**config.mk**
```make
export PLATFORM = sky130hd
export DESIGN_NAME = fir_serial_mac
export DESIGN_NICKNAME = d
export VERILOG_FILES = /design/src/rtl/fir_serial_mac.sv
export SDC_FILE = /design/constraint.sdc
export NUM_CORES = 2
export LEC_CHECK = 0
export CELL_PAD_IN_SITES_DETAIL_PLACEMENT = 0
export CELL_PAD_IN_SITES_GLOBAL_PLACEMENT = 1
export CORE_ASPECT_RATIO = 1.4
export CORE_MARGIN = 5
export CORE_UTILIZATION = 46
export DETAILED_ROUTE_END_ITERATION = 16
export GPL_ROUTABILITY_DRIVEN = 0
export PLACE_DENSITY_LB_ADDON = 0.08
export SLEW_MARGIN = 20
export SYNTH_ARGS = -nofsm -noshare
export SYNTH_HDL_FRONTEND = slang
export SYNTH_SLANG_ARGS = --single-unit
export TNS_END_PERCENT = 20
```
**constraint.sdc**
```tcl
create_clock -name i_clk -period 10.2 [get_ports i_clk]
set_input_delay 3.06 -clock i_clk [delete_from_list [all_inputs] [get_ports i_clk]]
set_output_delay 3.06 -clock i_clk [all_outputs]
set_load 0.005 [all_outputs]
```
**src/rtl/fir_serial_mac.sv**
```systemverilog
`default_nettype none
// ============================================================================
// Module      : fir_serial_mac
// Description : Time-multiplexed FIR core with one signed MAC over a circular
//               delay line, runtime-writable coefficients, round and saturate.
// Revision    : 1.0 - initial release
// ============================================================================
module fir_serial_mac #(
    parameter int TAPS  = 16,
    parameter int DW    = 24,
    parameter int CW    = 16,
    parameter int OW    = 24,
    parameter int SHIFT = 15
) (
    input  logic                     i_clk,
    input  logic                     i_rst_n,
    input  logic                     i_flush,
    input  logic                     i_valid,
    output logic                     o_ready,
    input  logic [DW-1:0]            i_sample,
    input  logic                     i_coef_we,
    input  logic [$clog2(TAPS)-1:0]  i_coef_addr,
    input  logic [CW-1:0]            i_coef_data,
    output logic                     o_valid,
    output logic [OW-1:0]            o_result,
    output logic                     o_sat,
    output logic                     o_busy
);

    localparam int c_IW = $clog2(TAPS);
    localparam int c_PW = DW + CW;
    localparam int c_AW = DW + CW + c_IW;
    localparam int c_RW = c_AW + 1;

    localparam logic [c_IW-1:0]        c_LAST   = c_IW'(TAPS - 1);
    localparam logic [c_IW-1:0]        c_TAPS_M = c_IW'(TAPS);
    localparam logic signed [c_RW-1:0] c_HALF   = c_RW'(1) << (SHIFT - 1);
    localparam logic signed [c_RW-1:0] c_MAX    = {{(c_RW-OW+1){1'b0}}, {(OW-1){1'b1}}};
    localparam logic signed [c_RW-1:0] c_MIN    = {{(c_RW-OW+1){1'b1}}, {(OW-1){1'b0}}};

    typedef enum logic [1:0] {
        S_IDLE = 2'd0,
        S_MAC  = 2'd1,
        S_OUT  = 2'd2
    } state_t;

    state_t                   r_state;
    logic signed [DW-1:0]     r_x [TAPS];
    logic signed [CW-1:0]     r_c [TAPS];
    logic [c_IW-1:0]          r_wptr;
    logic [c_IW-1:0]          r_base;
    logic [c_IW-1:0]          r_k;
    logic signed [c_AW-1:0]   r_acc;
    logic                     r_ready;
    logic                     r_busy;
    logic                     r_valid;
    logic                     r_sat;
    logic [OW-1:0]            r_result;

    logic [c_IW-1:0]          w_idx;
    logic signed [c_PW-1:0]   w_prod;
    logic signed [c_AW-1:0]   w_sum;
    logic signed [c_RW-1:0]   w_rnd;
    logic signed [c_RW-1:0]   w_shr;
    logic [OW-1:0]            w_res;
    logic                     w_clip;

    // (base - k) mod TAPS: the true value is below TAPS, so c_IW-bit wrap is exact.
    always_comb begin
        w_idx = r_base - r_k;
        if (r_base < r_k) begin
            w_idx = r_base - r_k + c_TAPS_M;
        end
        w_prod = r_x[w_idx] * r_c[r_k];
        w_sum  = r_acc + {{(c_AW-c_PW){w_prod[c_PW-1]}}, w_prod};
    end

    always_comb begin
        w_rnd  = $signed({r_acc[c_AW-1], r_acc}) + c_HALF;
        w_shr  = w_rnd >>> SHIFT;
        w_clip = 1'b0;
        w_res  = w_shr[OW-1:0];
        if (w_shr > c_MAX) begin
            w_clip = 1'b1;
            w_res  = c_MAX[OW-1:0];
        end else if (w_shr < c_MIN) begin
            w_clip = 1'b1;
            w_res  = c_MIN[OW-1:0];
        end
    end

    always_ff @(posedge i_clk or negedge i_rst_n) begin
        if (!i_rst_n) begin
            r_state  <= S_IDLE;
            for (int i = 0; i < TAPS; i++) begin
                r_x[i] <= '0;
                r_c[i] <= '0;
            end
            r_wptr   <= '0;
            r_base   <= '0;
            r_k      <= '0;
            r_acc    <= '0;
            r_ready  <= 1'b1;
            r_busy   <= 1'b0;
            r_valid  <= 1'b0;
            r_sat    <= 1'b0;
            r_result <= '0;
        end else if (i_flush) begin
            // Coefficients and the last result survive a flush.
            r_state <= S_IDLE;
            for (int i = 0; i < TAPS; i++) begin
                r_x[i] <= '0;
            end
            r_wptr  <= '0;
            r_k     <= '0;
            r_acc   <= '0;
            r_ready <= 1'b1;
            r_busy  <= 1'b0;
            r_valid <= 1'b0;
        end else begin
            r_valid <= 1'b0;
            if (i_coef_we && !r_busy && (32'(i_coef_addr) < TAPS)) begin
                r_c[i_coef_addr] <= i_coef_data;
            end
            case (r_state)
                S_IDLE: begin
                    if (i_valid) begin
                        r_x[r_wptr] <= i_sample;
                        r_base      <= r_wptr;
                        r_wptr      <= (r_wptr == c_LAST) ? '0 : r_wptr + 1'b1;
                        r_acc       <= '0;
                        r_k         <= '0;
                        r_ready     <= 1'b0;
                        r_busy      <= 1'b1;
                        r_state     <= S_MAC;
                    end
                end
                S_MAC: begin
                    r_acc <= w_sum;
                    if (r_k == c_LAST) begin
                        r_state <= S_OUT;
                    end else begin
                        r_k <= r_k + 1'b1;
                    end
                end
                S_OUT: begin
                    r_result <= w_res;
                    r_sat    <= w_clip;
                    r_valid  <= 1'b1;
                    r_ready  <= 1'b1;
                    r_busy   <= 1'b0;
                    r_state  <= S_IDLE;
                end
                default: begin
                    r_state <= S_IDLE;
                    r_ready <= 1'b1;
                    r_busy  <= 1'b0;
                end
            endcase
        end
    end

    assign o_ready  = r_ready;
    assign o_busy   = r_busy;
    assign o_valid  = r_valid;
    assign o_sat    = r_sat;
    assign o_result = r_result;

endmodule
`default_nettype wire
```
* Word-level counts from Yosys, hierarchy flattened
Index checks and enable logic that the tools add are counted.
Cells by class: reduce and logical (&&, ||, !) cells 16, bitwise gates (word level) 5, equal/unequal tests 8, order comparisons 8, $add $sub $neg 5, multiplexer cells 42, $mul 1
Operator list (number):
- 2-to-1 mux 384 bit | 3
- bitwise mux 384 bit | 1
- bitwise mux 256 bit | 1
- 2-to-1 mux 24 bit | 5
- binary-select mux 24 bit (select 4 bit) | 1
- demux 24 bit (select 4 bit) | 1
- 2-to-1 mux 44 bit | 2
- one-hot mux 44 bit (2 select lines) | 1
- binary-select mux 16 bit (select 4 bit) | 1
- demux 16 bit (select 4 bit) | 1
- 2-to-1 mux 16 bit | 3
- adder 44 x 16 -> 45 bit, second input constant | 1
- adder 44 bit | 1
- multiplier 24 x 16 -> 40 bit | 1
- > comparator 30 x 24 -> 1 bit, second input constant | 1
- less-than comparator 30 x 24 -> 1 bit, second input constant | 1
- 2-to-1 mux 4 bit | 7
- >= comparator 5 bit, second input constant | 4
- NOT 4 -> 5 bit | 4
- AND reduction 2 bit | 6
- less-than comparator 5 x 1 -> 1 bit, second input constant | 2
- inequality test 3 bit, second input constant | 3
- adder 4 x 1 -> 4 bit, second input constant | 2
- equality test 4 bit, second input constant | 2
- other kinds (16) | 30
Word-level totals: bits of input ports 49, flip-flop bits (word level) 726, output and inout bits 28, logic and storage cells 127

* Depth between registers and ports, before layout
word-level depth 9, gate-level depth with buffers 49

* Worst setup path before layout
No wires, ideal clock.
path kind register to register, from reg r_k[1], to reg r_acc[43], cell stages (with the launch flop) 48, path buffers 8, arrival time 10.867 ns, setup slack -0.735 ns, data required time 10.131 ns, clock period less this slack 10.935 ns, cells stage by stage dfrtp_1 -> clkbuf_1 -> buf_1 -> inv_1 -> fa_1 -> buf_2 -> buf_2 -> buf_2 -> clkbuf_1 -> mux4_2 -> mux2i_1 -> a21oi_1 -> buf_2 -> nand2_1 -> fa_1 -> inv_1 -> fa_1 -> inv_1 -> [12 not listed] -> a211oi_1 -> nor2_1 -> or3_1 -> a21o_1 -> a21oi_1 -> xnor2_1 -> ha_1 -> buf_2 -> nand2_1 -> o21a_1 -> a211o_1 -> nor3b_1 -> a21oi_1 -> a211oi_2 -> o211ai_1 -> and3_1 -> or3_1 -> nand3_1
Between the ends: cells in the longest elaborated chain, start to end 9
RTL lines:
- start, declared | line 52 | logic [c_IW-1:0] r_k;
- start signal, assigned | line 143 | r_k <= r_k + 1'b1;
- subtractor 4 bit | line 70, 72
- NOT 4 -> 5 bit (implied by the code) | line 74 | w_prod = r_x[w_idx] * r_c[r_k];
- binary-select mux 24 bit (select 4 bit) | line 74
- 2-to-1 mux 24 bit (implied by the code) (2 in series) | line 74
- multiplier 24 x 16 -> 40 bit * | line 74
- adder 44 bit * | line 75 | w_sum = r_acc + {{(c_AW-c_PW){w_prod[c_PW-1]}}, w_prod};
- one-hot mux 44 bit (2 select lines) * | line 125 | case (r_state)
- 2-to-1 mux 44 bit * | line 108 | end else if (i_flush) begin
- end signal, assigned | line 139 | r_acc <= w_sum;
- end, declared | line 53 | logic signed [c_AW-1:0] r_acc;
Every way passes the cells marked *; elsewhere a longest branch is shown, timed or not. The select of a mux whose other input is x is not followed. A chain may end at the register's enable or synchronous reset.

* Final worst setup path
from reg r_base[0], to reg r_acc[43]
Between the ends: cells in the longest elaborated chain, start to end 9
RTL lines:
- start, declared | line 51 | logic [c_IW-1:0] r_base;
- start signal, assigned | line 129 | r_base <= r_wptr;
- subtractor 4 bit | line 70, 72
- NOT 4 -> 5 bit (implied by the code) | line 74
- binary-select mux 24 bit (select 4 bit) | line 74
- 2-to-1 mux 24 bit (implied by the code) (2 in series) | line 74
- multiplier 24 x 16 -> 40 bit | line 74
- adder 44 bit | line 75
- one-hot mux 44 bit (2 select lines) | line 125
- 2-to-1 mux 44 bit | line 108
Every way passes these cells. The select of a mux whose other input is x is not followed.

==> out/results.txt <==
most frequent cells in the layout -> nand2_1, dfrtp_1, a21oi_1, inv_1, buf_4
commonest non-fill, non-tap cell in the layout -> nand2_1
Post-Route WL -> 150.5 mm
H-tree lvl count -> 3
Worst-Margin Slew -> 1.161 ns
Worst setup SP type -> register
Slew headroom -> 0.2240
Fin Hold WS -> 0.4824 ns
fin cells -> 6,785
Worst Slack Setup Final -> -0.03311 ns
worst path required time -> 10.80 ns
DRC Markers -> 0
r2r startpoint -> r_base[0]
Port Buffer Count -> 76
DP Area -> 0.05496 sq mm
Final Cycle Share -> 1.003
CP Capture Type -> register
mapped cell area -> 0.04994 sq mm
FMAX -> 97.72 MHz
hold path start -> o_ready
largest net degree at the start of global routing -> 181
Die Span Y -> 399.9 um
Worst path slowest cell -> fa_4
Clock Pin Slew Worst Setup and Hold Paths -> 0.06 ns
Synth Flop Type -> dfrtp_1
length of routed met3 wiring -> 5.501 mm
yosys warns -> 0
GRT Overall Usage -> 0.2640
gr ovfl total -> 0
Setup crit start -> r_base[0]
Ports -> 77
Fillers -> 9,731
hpwl dp -> 102.5 mm
max layer used -> met5
cts bufs inserted -> 78
Min-Delay Path Class -> register to register
Worst-Skew Late Latency -> 0.67 ns
initial antenna violation count -> 11
Die X -> 288.5 um
first-pass GRT wire length -> 233.8 mm
Avg Inst Size Synth -> 10.00 sq um
crit path max fanout -> 6
failing checks -> negative setup slack
Vias/cell -> 5.439
DIE AREA -> 0.1154 sq mm
RSZ-0062 raised after global routing -> yes
Site Rows -> 143
Starting Density -> 0.4614
fin nets -> 5,841
ratio of cells with drive above 1 in the final layout -> 0.2350
Net Count, Synth -> 5,568
max-cap viol count -> 0
metal2 WL -> 79.76 mm
final setup violation count -> 1
pins over their slew limit -> 0
antenna viol nets, final -> 0
Power, Total -> 14.37 mW
vias in the first global route -> 38,970
WL met1 -> 60.02 mm
Post-synth ARST share -> 1.000
CTS Sinks -> 726
leakage power -> 26.61 nW
post-synthesis cell type count -> 78
Clock Path Buffers -> 3
Core ar. -> 0.1082 sq mm
Cells after Synth -> 4,993
register area share after synthesis -> 0.3638
Setup Crit Path Kind -> register to register
synth-to-layout area growth -> 18.28%
placed insts -> 6,601
final instance area -> 0.05907 sq mm
CTS Hold Bufs -> 0
EDFF count, synth -> 0
pwr dens -> 243.3 mW/mm^2
final hold violation count -> 0
drt wl/cell -> 22.18 um
Root Driver -> clkbuf_16
Fin Clk Skew -> 0.03206 ns
Iter 0 DRT Violations -> 2,353
CP peak stage delay -> 0.85 ns
flops & latches, synth -> 726
via count -> 36,900
maximum vdd drop -> 0.0002844 V
CTS tree -> done
first-pass detailed-route iteration total -> 6
status -> finished with violations
fin crit period -> 10.23 ns
CP arrival -> 10.83 ns
==> worst paths after layout <==
path	endpoint	slack, ns	cells past startpoint
min	o_ready	0.48	2
max reg2reg	r_acc[43]	-0.03	47
min in group asynchronous	o_result[18]	2.36	1
max in group asynchronous	r_x[320]	5.80	3
min reg2reg	o_ready	0.48	2
max	r_acc[43]	-0.03	47
==> timing repair <==
| item | CTS | global route |
|---|---|---|
| pin swaps | 48 | 80 |
| resized for setup | 95 | 117 |
| gates cloned | 2 | 1 |
| setup buffers | 26 | 7 |
| hold endpoints to repair | 0 | 0 |
| endpoints found under the setup margin | 10 | 21 |
==> through the flow <==
stage / TNS [ns] / worst slack [ns] / util
after floorplan: 0 / 0.01194 / -
after global placement: -1.389 / -0.4036 / 0.5077
after detailed placement: -2.241 / -0.5002 / 0.5077
after CTS: -0.6542 / -0.1867 / 0.5402
after global routing: -2.646 / -0.4191 / 0.5457
final: -0.03311 / -0.03311 / 0.5457
==> Yosys cell counts, drive strengths merged, types with 5 or more instances <==
| cell | count | area share |
|---|---|---|
| nand2b | 42 | 0.0053 |
| a31oi | 10 | 0.0014 |
| or3 | 6 | 0.00075 |
| o21ai | 117 | 0.012 |
| fa | 376 | 0.15 |
| a211oi | 27 | 0.0042 |
| mux4 | 172 | 0.078 |
| buf | 68 | 0.0073 |
| clkbuf | 282 | 0.021 |
| nor2 | 99 | 0.0075 |
| inv | 465 | 0.035 |
| nand4 | 16 | 0.0020 |
| ha | 150 | 0.038 |
| a21o | 36 | 0.0054 |
| or2 | 10 | 0.0013 |
| nor3 | 16 | 0.0016 |
| nand3b | 5 | 0.00075 |
| nor3b | 6 | 0.0011 |
| o21bai | 10 | 0.0016 |
| dfrtp | 725 | 0.36 |
| and2 | 73 | 0.0091 |
| and3 | 15 | 0.0019 |
| mux2 | 264 | 0.060 |
| mux2i | 28 | 0.0056 |
| xnor2 | 70 | 0.012 |
| nor2b | 102 | 0.013 |
| xor2 | 34 | 0.0060 |
| a21oi | 510 | 0.051 |
| o21a | 13 | 0.0020 |
| nand2 | 1132 | 0.085 |
| nand3 | 42 | 0.0042 |
| o31ai | 6 | 0.00090 |
==> layout make-up <==
type / count / area, sq um / share of cell area
Multi-Input combinational cell: 3452 / 29600 / 0.5011
Sequential cell: 726 / 18170 / 0.3077
Timing Repair Buffer: 543 / 4932 / 0.08350
Clock buffer: 111 / 2287 / 0.03872
Tap cell: 1450 / 1814 / 0.03071
Inverter: 465 / 1745 / 0.02955
Clock inverter: 34 / 508.0 / 0.008599
Antenna cell: 4 / 10.01 / 0.0001694
==> sequential cells by signal, indices dropped and copies added, names as in the netlist <==
signal / flops
o_result: 24
o_ready: 1
r_acc: 44
r_c: 256
o_busy: 1
r_wptr: 4
r_x: 384
r_k: 4
o_sat: 1
o_valid: 1
r_base: 4
r_state: 2
==> worst max-delay path: cells and delay by family, from the launching register on <==
family	cells	cell delay, ns
AOI/OAI and AO/OA	11	1.75
adders and majority gates	10	4.31
buffers and inverters	15	1.62
DFF	1	0.37
muxes	1	0.31
and+or+nand+nor	10	1.79
==> cells by family (layout without fill, tap and decap cells) <==
group / Yosys count / in the layout / share of synthesized area
AOI/OAI and AO/OA: 775 / 775 / 0.08696
adders and majority gates: 526 / 526 / 0.1883
DFF: 726 / 726 / 0.3638
muxes: 464 / 464 / 0.1427
and+or+nand+nor: 1583 / 1583 / 0.1364
other: 0 / 4 / 0
buffers and inverters: 815 / 1153 / 0.06348
xor gates and xnor gates: 104 / 104 / 0.01839
==> routing by layer <==
| metal | global-route usage | vias to the layer above |
|---|---|---|
| li1 | - | 16930 |
| met1 | 0.3271 | 18960 |
| met2 | 0.4826 | 751 |
| met3 | 0.02894 | 254 |
| met4 | 0.08411 | 8 |
| met5 | 0 | - |
==> where the power goes <==
part / internal, mW / switching [mW] / total, mW
Sequential: 3.12 / 0.166 / 3.28
Clock: 1.81 / 1.28 / 3.09
Combinational: 3.85 / 4.16 / 8.00
Total: 8.77 / 5.60 / 14.4
Note: power is estimated with default switching activity, not from simulation.
